[src/rtl/beat_pattern_gen.sv]
// Beatmap note-value generator: start/stop/step sequence in wrap, ping-pong or one-shot mode.
// Define BEAT_PATTERN_GEN_RANDOM_EN to turn mode 3 into an LFSR-driven random mode.
module beat_pattern_gen #(
    parameter int                DATA_W   = 8,
    parameter logic [DATA_W-1:0] START    = DATA_W'(120),
    parameter logic [DATA_W-1:0] STOP     = DATA_W'(136),
    parameter logic [DATA_W-1:0] STEP     = DATA_W'(4),
    parameter logic [1:0]        MODE     = 2'd0,
    parameter int                TICK_DIV = 1
`ifdef BEAT_PATTERN_GEN_RANDOM_EN
    ,
    parameter logic [DATA_W-1:0] LFSR_TAPS = DATA_W'(8'hB8)
`endif
) (
    input  logic              clk,
    input  logic              reset,
    input  logic              enable,
    input  logic              cfg_load,
    input  logic [DATA_W-1:0] cfg_start,
    input  logic [DATA_W-1:0] cfg_stop,
    input  logic [DATA_W-1:0] cfg_step,
    input  logic [1:0]        cfg_mode,
    output logic              data_valid,
    input  logic              data_ready,
    output logic [DATA_W-1:0] data,
    output logic              busy,
    output logic              done,
    output logic              wrap_pulse,
    output logic              overrun
);

    localparam int DIV_W = $clog2(TICK_DIV) + 1;
    localparam logic [DIV_W-1:0] DIV_LAST = DIV_W'(TICK_DIV - 1);

    localparam logic [1:0] S_IDLE = 2'd0;
    localparam logic [1:0] S_RUN  = 2'd1;
    localparam logic [1:0] S_DONE = 2'd2;

    localparam logic [1:0] M_PING = 2'd1;
    localparam logic [1:0] M_ONE  = 2'd2;
`ifdef BEAT_PATTERN_GEN_RANDOM_EN
    localparam logic [1:0] M_RAND = 2'd3;
`endif

    logic [1:0]        state;
    logic [DATA_W-1:0] act_start;
    logic [DATA_W-1:0] act_stop;
    logic [DATA_W-1:0] act_step;
    logic [1:0]        act_mode;
    logic              dir_down;
    logic [DIV_W-1:0]  cnt;

    logic              running;
    logic              tick;
    logic              xfer;
    logic [DATA_W-1:0] eff_stop;
    logic [DATA_W:0]   sum;
    logic [DATA_W:0]   diff;
    logic [DATA_W:0]   low_edge;
    logic              over;
    logic [DATA_W-1:0] nxt;
    logic              nxt_dir;
    logic              nxt_wrap;
    logic              terminal;

`ifdef BEAT_PATTERN_GEN_RANDOM_EN
    logic [DATA_W-1:0] lfsr;
    logic [DATA_W-1:0] lfsr_nxt;
    logic [DATA_W:0]   rnd;

    assign lfsr_nxt = lfsr[0] ? ((lfsr >> 1) ^ LFSR_TAPS) : (lfsr >> 1);
    assign rnd      = {1'b0, act_start} + {1'b0, lfsr};

    // Galois form with a nonzero seed never reaches the all-zero lock-up state.
    always_ff @(posedge clk) begin
        if (reset) begin
            lfsr <= DATA_W'(1);
        end else if (running && xfer) begin
            lfsr <= lfsr_nxt;
        end
    end
`endif

    assign running = (state == S_RUN) && enable;
    assign tick    = (state == S_RUN) && (cnt == DIV_LAST);
    assign xfer    = data_valid && data_ready;
    assign busy    = (state == S_RUN);
    assign done    = (state == S_DONE);

    // start > stop collapses the range onto start, giving a constant stream.
    assign eff_stop = (act_start > act_stop) ? act_start : act_stop;
    assign sum      = {1'b0, data} + {1'b0, act_step};
    assign diff     = {1'b0, data} - {1'b0, act_step};
    assign low_edge = {1'b0, act_start} + {1'b0, act_step};
    assign over     = sum > {1'b0, eff_stop};

    always_comb begin
        nxt      = sum[DATA_W-1:0];
        nxt_dir  = dir_down;
        nxt_wrap = 1'b0;
        terminal = 1'b0;
        case (act_mode)
            M_PING: begin
                if (!dir_down) begin
                    if (over) begin
                        nxt_dir  = 1'b1;
                        nxt_wrap = 1'b1;
                        if (diff[DATA_W] || (diff[DATA_W-1:0] < act_start)) begin
                            nxt = act_start;
                        end else begin
                            nxt = diff[DATA_W-1:0];
                        end
                    end
                end else if ({1'b0, data} < low_edge) begin
                    nxt_dir  = 1'b0;
                    nxt_wrap = 1'b1;
                    nxt      = over ? eff_stop : sum[DATA_W-1:0];
                end else begin
                    nxt = diff[DATA_W-1:0];
                end
            end
            M_ONE: begin
                if (over) begin
                    terminal = 1'b1;
                    nxt      = data;
                end
            end
`ifdef BEAT_PATTERN_GEN_RANDOM_EN
            M_RAND: begin
                nxt = (rnd > {1'b0, eff_stop}) ? eff_stop : rnd[DATA_W-1:0];
            end
`endif
            default: begin
                if (over) begin
                    nxt      = act_start;
                    nxt_wrap = 1'b1;
                end
            end
        endcase
    end

    always_ff @(posedge clk) begin
        if (reset) begin
            state      <= S_IDLE;
            act_start  <= START;
            act_stop   <= STOP;
            act_step   <= STEP;
            act_mode   <= MODE;
            dir_down   <= 1'b0;
            cnt        <= '0;
            data       <= START;
            data_valid <= 1'b0;
            wrap_pulse <= 1'b0;
            overrun    <= 1'b0;
        end else begin
            wrap_pulse <= 1'b0;
            case (state)
                S_IDLE, S_DONE: begin
                    data_valid <= 1'b0;
                    if (cfg_load) begin
                        act_start <= cfg_start;
                        act_stop  <= cfg_stop;
                        act_step  <= cfg_step;
                        act_mode  <= cfg_mode;
                        overrun   <= 1'b0;
                    end
                    if (state == S_DONE) begin
                        if (!enable) begin
                            state <= S_IDLE;
                        end
                    end else if (enable) begin
                        state      <= S_RUN;
                        data       <= cfg_load ? cfg_start : act_start;
                        data_valid <= 1'b1;
                        dir_down   <= 1'b0;
                        cnt        <= '0;
                    end
                end
                S_RUN: begin
                    if (!enable) begin
                        state      <= S_IDLE;
                        data_valid <= 1'b0;
                    end else begin
                        cnt <= tick ? '0 : cnt + DIV_W'(1);
                        if (xfer && terminal) begin
                            state      <= S_DONE;
                            data_valid <= 1'b0;
                        end else begin
                            if (xfer) begin
                                data       <= nxt;
                                dir_down   <= nxt_dir;
                                wrap_pulse <= nxt_wrap;
                            end
                            data_valid <= tick || (data_valid && !xfer);
                            // The held sample is never dropped; the missed tick is only flagged.
                            if (tick && data_valid && !xfer) begin
                                overrun <= 1'b1;
                            end
                        end
                    end
                end
                default: begin
                    state      <= S_IDLE;
                    data_valid <= 1'b0;
                end
            endcase
        end
    end

endmodule

[config.mk]
export PLATFORM = sky130hd
export DESIGN_NAME = beat_pattern_gen
export DESIGN_NICKNAME = d
export VERILOG_FILES = /design/src/rtl/beat_pattern_gen.sv
export SDC_FILE = /design/constraint.sdc
export NUM_CORES = 1
export LEC_CHECK = 0
export BUFFER_PORTS_ARGS = -buffer_cell sky130_fd_sc_hd__buf_2
export CORE_MARGIN = 2
export CORE_UTILIZATION = 65
export CTS_CLUSTER_SIZE = 40
export DETAILED_ROUTE_END_ITERATION = 7
export PLACE_DENSITY = 0.95
export REMOVE_ABC_BUFFERS = 1
export SLEW_MARGIN = 20
export SYNTH_ARGS = -nofsm -noshare
export SYNTH_HDL_FRONTEND = slang
export SYNTH_SLANG_ARGS = --single-unit
[constraint.sdc]
create_clock -name clk -period 10.6 [get_ports clk]
set_clock_uncertainty 0.2 [all_clocks]
set_input_delay 0 -clock clk [delete_from_list [all_inputs] [get_ports clk]]
set_output_delay 0 -clock clk [all_outputs]
set_load 0.02 [all_outputs]
* After elaboration in Yosys (flattened, before gate mapping)
Cells that the tools add are included.
** Cells by class
- Magnitude comparators :: 4
- Mux-type cells :: 49
- Reductions and logical operators :: 19
- Eq/ne operators :: 16
- Bitwise logic cells :: 4
- Add/subtract/negate cells :: 4
** Operators with widths (count)
- two-way mux 8 bit :: 14
- one-hot mux 8 bit (2 select lines) :: 2
- two-way mux 1 bit :: 22
- adder 8 x 8 -> 9 bit :: 2
- AND reduction 7 bit :: 2
- two-way mux 2 bit :: 5
- inequality test 2 bit (second input constant) :: 5
- one-hot mux 1 bit (2 select lines) :: 5
- > comparator 9 x 8 -> 1 bit :: 1
- less-than comparator 8 x 9 -> 1 bit :: 1
- inequality test 3 bit (second input constant) :: 3
- subtractor 8 x 8 -> 9 bit :: 1
- > comparator 8 bit :: 1
- less-than comparator 8 bit :: 1
- logical AND 1 bit :: 6
- inequality test 2 x 1 -> 1 bit (second input constant) :: 3
- AND reduction 5 bit :: 1
- OR reduction 5 bit :: 1
- equality test 2 x 1 -> 1 bit (second input constant) :: 2
- equality test 2 bit (second input constant) :: 2
- NOT 1 bit :: 4
- one-hot mux 2 bit (2 select lines) :: 1
- AND reduction 4 bit :: 1
- inequality test 3 x 2 -> 1 bit (second input constant) :: 1
- other kinds (8) :: 9
** Storage, ports and cells
- Input bits :: 31
- Output and inout bits :: 13
- Word-level logic and storage cells :: 107
- Bits in registers :: 41

* Longest topological paths before layout
Gate-level depths: netlist (run 1).
- Depth after elaboration :: 11
- Gate-level depth with buffers :: 17

* Worst setup path after synthesis (run 1)
No wires, ideal clock.
- Kind :: register to register
- From :: register data[1]
- To :: register data[0]
- Data arrival time :: 3.597 ns
- Library setup time :: 0.080 ns
- Cell stages (with the launch flop) :: 15
- Period minus slack after synthesis :: 3.877 ns
- Path slack :: 6.723 ns
- Cells stage by stage :: dfxtp_1 > ha_1 > nor2b_1 > o31a_1 > o21ai_1 > xor2_1 > inv_1 > ha_1 > a22o_1 > nor4_1 > o21ai_2 > a32oi_2 > mux2_4 > a211o_1 > a211oi_2
** On the way
- Cells in the longest elaborated chain, start to end :: 11
- Elaborated cells on any way between the ends :: 23
- Classes of those cells :: add/sub (2); order compare (3); eq/ne (2); mux (13); reduce/logical (3)
** Ends and longest elaborated chain
- start: declaration :: line 25 : output logic [DATA_W-1:0] data,
- start signal: assignment :: line 173 : data <= cfg_load ? cfg_start : act_start;
- start signal: assignment :: line 190 : data <= nxt;
- subtractor 8 x 8 -> 9 bit :: line 93 : assign diff = {1'b0, data} - {1'b0, act_step};
- less-than comparator 8 bit :: line 108 : if (diff[DATA_W] || (diff[DATA_W-1:0] < act_start)) begin
- logical OR 1 bit :: line 108
- two-way mux 8 bit :: line 108
- two-way mux 8 bit :: line 105 : if (over) begin
- two-way mux 8 bit :: line 104 : if (!dir_down) begin
- one-hot mux 8 bit (2 select lines) :: line 102 : case (act_mode)
- two-way mux 8 bit :: line 189 : if (xfer) begin
- two-way mux 8 bit :: line 185 : if (xfer && terminal) begin
- two-way mux 8 bit :: line 180 : if (!enable) begin
- one-hot mux 8 bit (2 select lines) :: line 157 : case (state)
Parallel ways exist; a longest one is shown, timed or not. The select of a mux whose other input is x is not followed.
A chain may end at the register's enable or synchronous reset.

* Worst setup path in the final report (run 1)
- From :: register act_start[0]
- To :: register data[4]
** On the way
- Cells in the longest elaborated chain, start to end :: 11
- Elaborated cells on any way between the ends :: 24
- Classes of those cells :: add/sub (1); order compare (4); eq/ne (2); mux (14); reduce/logical (3)
** Ends and longest elaborated chain
- start: declaration :: line 46 : logic [DATA_W-1:0] act_start;
- start signal: assignment :: line 161 : act_start <= cfg_start;
- > comparator 8 bit :: line 91 : assign eff_stop = (act_start > act_stop) ? act_start : act_stop;
- two-way mux 8 bit :: line 91
- > comparator 9 x 8 -> 1 bit :: line 95 : assign over = sum > {1'b0, eff_stop};
- two-way mux 8 bit :: line 117 : nxt = over ? eff_stop : sum[DATA_W-1:0];
- two-way mux 8 bit :: line 114 : end else if ({1'b0, data} < low_edge) begin
- two-way mux 8 bit :: line 104
- one-hot mux 8 bit (2 select lines) :: line 102
- two-way mux 8 bit :: line 189
- two-way mux 8 bit :: line 185
- two-way mux 8 bit :: line 180
- one-hot mux 8 bit (2 select lines) :: line 157
Parallel ways exist; a longest one is shown, timed or not. The select of a mux whose other input is x is not followed.

==> results of run 1 <==
-- final timing paths --
| kind | end | depth (start not counted) | startpoint | slack [ns] |
|---|---|---|---|---|
| worst min-delay path | dir_down | 2 | reset | 0.02 |
| worst min register to register | act_mode[0] | 2 | act_mode[0] | 0.30 |
| worst max-delay path | data[4] | 14 | act_start[0] | 5.84 |
| worst max register to register | data[4] | 14 | act_start[0] | 5.84 |
-- worst max-delay path, stage by stage (launching register included) --
cell and delay, ns:
dfxtp_1 0.50, inv_1 0.12, ha_1 0.33, nand4_1 0.14, nor2_1 0.10, o22ai_4 0.36, mux2i_1 0.46, ha_1 0.33
a211oi_1 0.21, o221ai_1 0.22, o211a_2 0.35, nor3_2 0.68, o22ai_1 0.16, a221oi_1 0.31, o311ai_1 0.13
-- placed cells by master, fill, tap and decap left out, types with 5 or more instances in the layout --
cell and n:
mux2i_1 9, o221ai_1 6, nor3_1 9, buf_2 43, nand3_1 11, dlygate4sd3_1 29
dfxtp_1 41, clkbuf_8 5, a21o_1 8, a31oi_1 7, o21bai_1 6, o22ai_1 5
xnor2_1 5, and3_1 7, inv_1 48, o211ai_1 15, xor2_1 8, nor2b_1 6
nor2_1 25, o31ai_1 6, ha_1 56, o21ai_0 19, nand2_1 66, nand2b_1 10
o21ai_1 6, a211oi_1 5, a21oi_1 43, nand4_1 5, o21a_1 8
-- cell families after synthesis --
kind of cell               synth area share [%]
buffers and inverters                      6.78
adders and majority gates                  17.3
DFF                                        18.6
AOI/OAI and AO/OA                          32.2
muxes                                      3.15
and+or+nand+nor                            19.4
xor gates and xnor gates                   2.58
-- sequential cells by signal (all words and copies together) (netlist names) --
signal / count
act_stop: 8
data: 8
act_start: 8
overrun: 1
act_step: 8
dir_down: 1
data_valid: 1
act_mode: 2
state: 2
wrap_pulse: 1
cnt: 1
-- metal layers --
layer,up-vias,global-route usage [%],routed length (um)
met3,66,8.19,1670
met1,2187,56.4,6220
li1,2174,-,-
met2,380,66.6,7130
met5,-,0,0
met4,0,17.5,675
-- area by class of cell --
class,count,area [um2]
multi-input cells,440,3290
fillers,469,1660
flip-flops and latches,41,821
repair buffers,73,513
inverters,50,188
well taps,80,100
clock buffers,6,72.6
clock inverters,2,38.8
-- power by group through the flow --
stage | Clock [mW] | Combinational (mW) | Sequential [mW]
after global placement | 0 | 0.452 | 0.185
after CTS | 0.136 | 0.467 | 0.182
after floorplan | 0 | 0.337 | 0.182
final | 0.139 | 0.492 | 0.183
after detailed placement | 0 | 0.457 | 0.185
after global routing | 0.143 | 0.522 | 0.184
==> metrics.cfg, run 1 <==
[pwr]
vdd_ir_drop_max_mv = 0.0949
intPower_mw = 0.419
p_sw_share_pct = 48.6
power.share.sequential_pct = 22.5
totalPowerFinal_mw = 0.814
pwr-share-clk_pct = 17.0
comb_power_share_pct = 60.5
p_leak_nw = 2.13
switchingPower_mw = 0.395
powerDensity_nw_per_um2 = 162

[synthesis]
yosysMostFrequentCell = nand2_1
async_flop_share_pct = 0
yosysWarnings = 0
yosysTopAreaCellShare_pct = 18.6
avgSynthCellArea_um2 = 7.96
yosysTopAreaCell = dfxtp_1
synth_area_um2 = 4410
ys_dominant_reg_cell = dfxtp_1
synth-edff-count = 0
ys_ff_latch = 41
synth.area.top_cells = dfxtp_1, ha_1, nand2_1
synthDistinctLibCells = 84
syn_inst = 554
synthTopCellsByCount = nand2_1, ha_1, inv_1, a21oi_1, dfxtp_1
seq_area_frac_synth_pct = 18.6

[place]
io_buffer_count = 43
dpl-instance-area_um2 = 4620
dp_hpwl_um = 11300
dp_cells = 655
place.gp.congestion = 1.04
pre_cts_slack_ns = 6.00

[clocking]
cts_sinks = 41
cts.clk_slew.worst_paths_ns = 0.10
insertion_delay_ns = 0.32
cts_buffer_depth = 2
numCtsBuffers = 5
cts_resized = 0
hold_buffers = 29
cts_setup_buffers = 0
cts_tree = done
ctsRootBufferMaster = clkbuf_8
h-tree-depth = 2

[layout]
nets = 701
antenna_cells = 0
final_cells = 692
final_util_pct = 75.2
design_area_um2 = 5020
area_delta_synth_final_pct = 14.0
drive_gt1_share_pct = 14.5

[worst_hold_path]
hold_class = primary input to register

[sta]
tns_ns = 0
rsz0062_at_grt = no
fmax_ghz = 0.210
drv_slew = 0
min_period_ns = 4.76
slew_headroom_pct = 38.3
finalHoldViolations = 0
setup_ws_ns = 5.84
hold_ws_ns = 0.0152
post-route-period-util_pct = 44.9
setup_violations = 0
worst_slew_pin_slew_ns = 0.924

[drt]
drtIter0Drc = 493
route.detailed.drc = 0
ant_nets = 0
num_vias = 4807
routedWlPerCell_um = 22.7
firstDrtPassIters = 5
routed_via_density = 6.95
routed_wl_um = 15700

[floorplanning]
initial_core_util_pct = 66.0
coreArea_um2 = 6680
rows = 30
pin_count = 44
die_area_um2 = 7460
die_w_um = 86.4
die_height_um = 86.4

[grt]
antenna_found_initial = 0
grt_max_degree = 35
grt_pass1_vias = 4414
grtUsageTotal_pct = 42.2
grt_pass1_wl_um = 24000
overflow = 0

[critical_path]
cp.required_ns = 10.58
worstPathArrival_ns = 4.74
end_kind = register
critPathLaunchType = register
critPathKind = register to register
path_max_fanout = 14

[status]
status = finished clean

[job]
cap_viol_max_count = 0

No activity file was read; power rests on OpenSTA's default activity.
==> run 2: changes to the inputs <==
--- a/config.mk
+++ b/config.mk
@@ -5,12 +5,13 @@
 export SDC_FILE = /design/constraint.sdc
 export NUM_CORES = 1
 export LEC_CHECK = 0
+export ABC_AREA = 1
 export BUFFER_PORTS_ARGS = -buffer_cell sky130_fd_sc_hd__buf_2
 export CORE_MARGIN = 2
-export CORE_UTILIZATION = 65
+export CORE_UTILIZATION = 55
 export CTS_CLUSTER_SIZE = 40
 export DETAILED_ROUTE_END_ITERATION = 7
-export PLACE_DENSITY = 0.95
+export PLACE_DENSITY = 0.89
 export REMOVE_ABC_BUFFERS = 1
 export SLEW_MARGIN = 20
 export SYNTH_ARGS = -nofsm -noshare
==> constraint.sdc (replaced) <==
create_clock -name clk -period 4.2 [get_ports clk]
set_clock_uncertainty 0.2 [all_clocks]
set_input_delay 0 -clock clk [delete_from_list [all_inputs] [get_ports clk]]
set_output_delay 0 -clock clk [all_outputs]
set_load 0.02 [all_outputs]
==> run 2 against run 1 <==
Net effect: global-route usage decreased by 10 points; cell count up 20%; maximum frequency increased by 21%; non-clock buffer count up 11; register-to-register slack lost 5.6 ns; die area is 13% higher; critical path type unchanged.
==> metrics.cfg, run 2 <==
[status]
status = finished clean

[critical_path]
path_max_fanout = 20
rrSetupSlack_ns = 0.27
cp.required_ns = 4.20
r2r_start = act_start[0]
regToRegEndpoint = data[2]
critPathKind = register to register
worstPathArrival_ns = 3.92
endpoint = data[2]
critPathLaunch = act_start[0]
critPathLaunchType = register
r2r_cells = 23
end_kind = register

[floorplanning]
pin_count = 44
initial_core_util_pct = 57.7
die_w_um = 91.7
rows = 31
die_area_um2 = 8410
coreArea_um2 = 7330
die_height_um = 91.7

[sta]
tns_ns = 0
min_period_ns = 3.93
finalHoldViolations = 0
worst_slew_pin_slew_ns = 0.885
drv_slew = 0
rsz0062_at_grt = no
setup_violations = 0
slew_headroom_pct = 40.8
setup_ws_ns = 0.273
post-route-period-util_pct = 93.5
fmax_ghz = 0.255
hold_ws_ns = 0.231

[grt]
grtUsageTotal_pct = 32.2
grt_pass1_wl_um = 21800
grt_max_degree = 26
overflow = 0
grt_pass1_vias = 4581
antenna_found_initial = 0

[layout]
design_area_um2 = 4990
nets = 818
final_cells = 828
final_util_pct = 68.1
final_cell_mix = nand2_1, inv_1, a21oi_1, ha_1, nand3_1
antenna_cells = 0
drive_gt1_share_pct = 11.7
area_delta_synth_final_pct = 18.1
final_common_cell = nand2_1

[synthesis]
synthDistinctLibCells = 41
ys_dominant_reg_cell = dfxtp_1
yosysTopAreaCellShare_pct = 19.4
yosysTopAreaCell = dfxtp_1
avgSynthCellArea_um2 = 6.43
ys_ff_latch = 41
synth-edff-count = 0
synthTopCellsByCount = nand2_1, inv_1, a21oi_1, ha_1, nand3_1
seq_area_frac_synth_pct = 19.4
yosysMostFrequentCell = nand2_1
yosysWarnings = 0
async_flop_share_pct = 0
syn_inst = 658
synth_area_um2 = 4230
synth.area.top_cells = dfxtp_1, ha_1, nand2_1

[pwr]
p_sw_share_pct = 47.0
totalPowerFinal_mw = 1.92
p_leak_nw = 2.53
powerDensity_nw_per_um2 = 384
vdd_ir_drop_max_mv = 0.252
intPower_mw = 1.02
switchingPower_mw = 0.902
pwr-share-clk_pct = 21.2
power.share.sequential_pct = 23.6
comb_power_share_pct = 55.2

[drt]
drt-met1-wl_um = 5290
firstDrtPassIters = 6
routed_via_density = 5.81
routed_wl_um = 13200
met2_length_um = 6140
drtIter0Drc = 430
route.detailed.drc = 0
ant_nets = 0
routedWlPerCell_um = 16.0
dr_wl_met3_um = 1260
routed.top_layer = met4
num_vias = 4809

[place]
pre_cts_slack_ns = 0.251
dp_cells = 785
place.gp.congestion = 0.986
dpl-instance-area_um2 = 4490
io_buffer_count = 43
dp_hpwl_um = 9600

[clocking]
numCtsBuffers = 5
h-tree-depth = 2
cts_buffer_depth = 2
cts.clk_slew.worst_paths_ns = 0.10
cts_sinks = 41
ctsRootBufferMaster = clkbuf_8
insertion_delay_ns = 0.31
cts_tree = done

[worst_hold_path]
min-delay-start = cfg_stop[3]
hold_class = primary input to register

[job]
cap_viol_max_count = 0

## run 2: cell types whose count changed after synthesis, moves of 9 or more
cell and change:
nand2_1 +111, inv_1 +38, nand3_1 +35, a21oi_1 +26, o21ai_0 +23, nand2b_1 -10, mux2i_1 -9
## run 2: timing repair
| item | 4_1_cts | 5_1_grt |
|---|---|---|
| hold buffers | 34 | 0 |
| hold endpoints to repair | 41 | 0 |
| resized for setup | 0 | 1 |
| buffers inserted | 0 | 1 |
| endpoints found under the setup margin | 0 | 9 |
## run 2: worst min-delay path by stage
stage | cells past startpoint | to | slack (ns)
after floorplan | 1 | data[1] | -0.14
after global placement | 3 | act_stop[3] | 0.02
after detailed placement | 3 | act_step[2] | 0.02
after CTS | 4 | act_stop[3] | 0.24
after global routing | 4 | act_step[2] | 0.24
final | 4 | act_stop[3] | 0.23
## run 2: final cells by class
class / instances / area [um2]
sequential: 41 / 821
fill: 637 / 2340
clock buffer: 5 / 68.8
inverter: 92 / 348
multi-input combinational: 504 / 2940
tap: 99 / 124
clock inverter: 3 / 68.8
timing repair buffer: 84 / 621
## run 2: kinds of logic after synthesis
| kind of cell | count (synthesis) | share of synthesized area [%] |
|---|---|---|
| compound gates | 145 | 19.5 |
| buf+inv | 113 | 11.1 |
| simple gates | 289 | 29.7 |
| fa+ha+maj | 59 | 18.0 |
| xor+xnor | 11 | 2.28 |
| flops | 41 | 19.4 |
## run 2: power groups by stage
| stage | logic (mW) | clock network, mW | registers, mW |
|---|---|---|---|
| after CTS | 1.01 | 0.405 | 0.451 |
| after floorplan | 0.729 | 0 | 0.460 |
| final | 1.06 | 0.408 | 0.453 |
| after global routing | 1.18 | 0.428 | 0.456 |
| after global placement | 0.945 | 0 | 0.459 |
| after detailed placement | 0.980 | 0 | 0.460 |
## run 2: per-layer routing
metal,global-route usage (%),vias up
li1,-,2306
met1,40.5,2155
met2,55.0,294
met3,5.18,54
met4,12.7,0
met5,0,-
## run 2: critical path, cell delays in order, from the launching register on
cell and delay, ns:
dfxtp_1 0.48, inv_1 0.13, ha_1 0.21, nor2_1 0.09, o21ai_0 0.07, nand2_1 0.07, nand2_1 0.05, nand2_1 0.12
nand2_1 0.25, o21ai_0 0.37, ha_1 0.32, a21o_1 0.17, a21oi_1 0.12, nand2_1 0.06, nand2_1 0.10, nand2_4 0.17
inv_4 0.23, nand2_1 0.11, nand2_1 0.08, nand2_1 0.06, nand4_1 0.13, nand2_1 0.09, nand2_1 0.08, a21oi_2 0.04
==> run 3: changes to the inputs <==
==> constraint.sdc (replaced) <==
create_clock -name clk -period 3.48 [get_ports clk]
set_clock_uncertainty 0.2 [all_clocks]
set_input_delay 0 -clock clk [delete_from_list [all_inputs] [get_ports clk]]
set_output_delay 0 -clock clk [all_outputs]
set_load 0.02 [all_outputs]
==> run 3 against run 2 <==
Net effect: the run now ends with negative setup slack left; via count up 11%; worst setup slack got worse by 0.65 ns; cell area increased by 16%; combinational power is 80% higher; sequential power increased by 18%.
==> metrics.cfg, run 3 (synthesis gave the netlist of run 2 again) <==
[status]
status = finished, violations left
violations = negative setup slack

[sta]
setup_ws_ns = -0.380
drv_slew = 0
slew_headroom_pct = 35.4
finalHoldViolations = 0
tns_ns = -3.28
post-route-period-util_pct = 111
min_period_ns = 3.86
setup_violations = 13
worst_slew_pin_slew_ns = 0.965
hold_ws_ns = 0.247
fmax_ghz = 0.259
rsz0062_at_grt = yes

[grt]
grt_pass1_vias = 4834
antenna_found_initial = 1
grtUsageTotal_pct = 33.7
overflow = 0
grt_pass1_wl_um = 22800
grt_max_degree = 38

[pwr]
totalPowerFinal_mw = 2.94
vdd_ir_drop_max_mv = 0.324
powerDensity_nw_per_um2 = 506
p_leak_nw = 2.84

[layout]
regArea_um2 = 826
area_delta_synth_final_pct = 37.2
final_cell_mix = nand2_1, inv_1, buf_4, a21oi_1, ha_1
nets = 878
drive_gt1_share_pct = 26.7
final_common_cell = nand2_1
multi_input_area_um2 = 3270
fillCellCount = 491

[worst_hold_path]
hold_class = primary input to register
worstHoldPathCells = 4
holdPathEnd = act_stop[0]
min-delay-start = cfg_stop[0]

[place]
place.gp.congestion = 1.02
io_buffer_count = 43
dp_hpwl_um = 10100
pre_cts_slack_ns = -0.201

[clocking]
cts_sinks = 41
h-tree-depth = 2
ctsRootBufferMaster = clkbuf_8
numCtsBuffers = 5
cts.clk_slew.worst_paths_ns = 0.10
cts_buffer_depth = 2
insertion_delay_ns = 0.31
cts_tree = done

[drt]
num_vias = 5330
firstDrtPassIters = 6
routed_via_density = 6.00
routedWlPerCell_um = 18.7
route.detailed.drc = 0
drtIter0Drc = 752
routed_wl_um = 16600
ant_nets = 0

[floorplanning]
rows = 31
die_area_um2 = 8410
coreArea_um2 = 7330
pin_count = 44
die_w_um = 91.7
die_height_um = 91.7
initial_core_util_pct = 57.7

[critical_path]
critPathSlowestCell = dfxtp_1
path_max_fanout = 6
timing.critical_path.mode_cell = nand2_1
critPathLaunchType = register
rrSetupSlack_ns = -0.38
cp.required_ns = 3.49
regToRegEndpoint = data[4]
critPathKind = register to register
end_kind = register
slowest_delay_ns = 0.36
r2r_cells = 27
r2r_start = act_start[0]
worstPathArrival_ns = 3.87

[job]
cap_viol_max_count = 0

==> run 3: where the power goes <==
part | internal [mW] | switching (mW)
sequential | 0.504 | 0.0312
clock | 0.289 | 0.204
combinational | 0.765 | 1.14
==> run 3: cell type report <==
class | instances | area share, %
Multi-Input combinational cell | 505 | 56.3
Timing Repair Buffer | 143 | 18.6
Sequential cell | 41 | 14.2
Inverter | 92 | 6.30
Tap cell | 99 | 2.14
Clock buffer | 5 | 1.19
Clock inverter | 3 | 1.19
Antenna cell | 1 | 0.0431
==> run 3: per-layer routing <==
metal	routed length, um	GRT usage, %
met3	1850	4.44
met4	1110	12.9
met2	7470	59.3
met1	6160	41.8
met5	0	0
==> run 3: timing repair <==
action	in CTS	in global routing
pin swaps	7	35
gates resized for setup	18	87
gates cloned	0	1
endpoints found under the setup margin	9	14
buffers inserted	7	11
hold endpoints to repair	41	0
hold buffers	34	0
==> run 3: worst max-delay path, delay by kind of cell, from the launching register on <==
family | cells | cell delay (ns)
AOI/OAI and AO/OA | 5 | 0.59
adders and majority gates | 2 | 0.55
buffers and inverters | 3 | 0.34
DFF | 1 | 0.36
and+or+nand+nor | 17 | 1.68
==> run 3: worst max path at each step <==
stage / from / endpoint / slack, ns / depth (start not counted)
2_1_floorplan: data[0] / data[1] / -0.02 / 19
3_3_place_gp: act_start[0] / data[3] / -0.14 / 21
3_5_place_dp: act_start[0] / data[6] / -0.20 / 21
4_1_cts: act_start[0] / data[6] / -0.01 / 21
5_1_grt: act_start[0] / data[4] / -0.51 / 28
6_report: act_start[0] / data[4] / -0.38 / 27
==> run 3: stage by stage <==
| step | std cells | utilization [%] | instance area (um2) |
|---|---|---|---|
| 4_1_cts | 876 | 73.7 | 5400 |
| 5_1_grt | 888 | 79.1 | 5800 |
| 3_3_place_gp | 827 | 65.6 | 4810 |
| 2_1_floorplan | 637 | - | 4110 |
| 3_5_place_dp | 827 | 65.6 | 4810 |
| 6_report | 889 | 79.1 | 5800 |
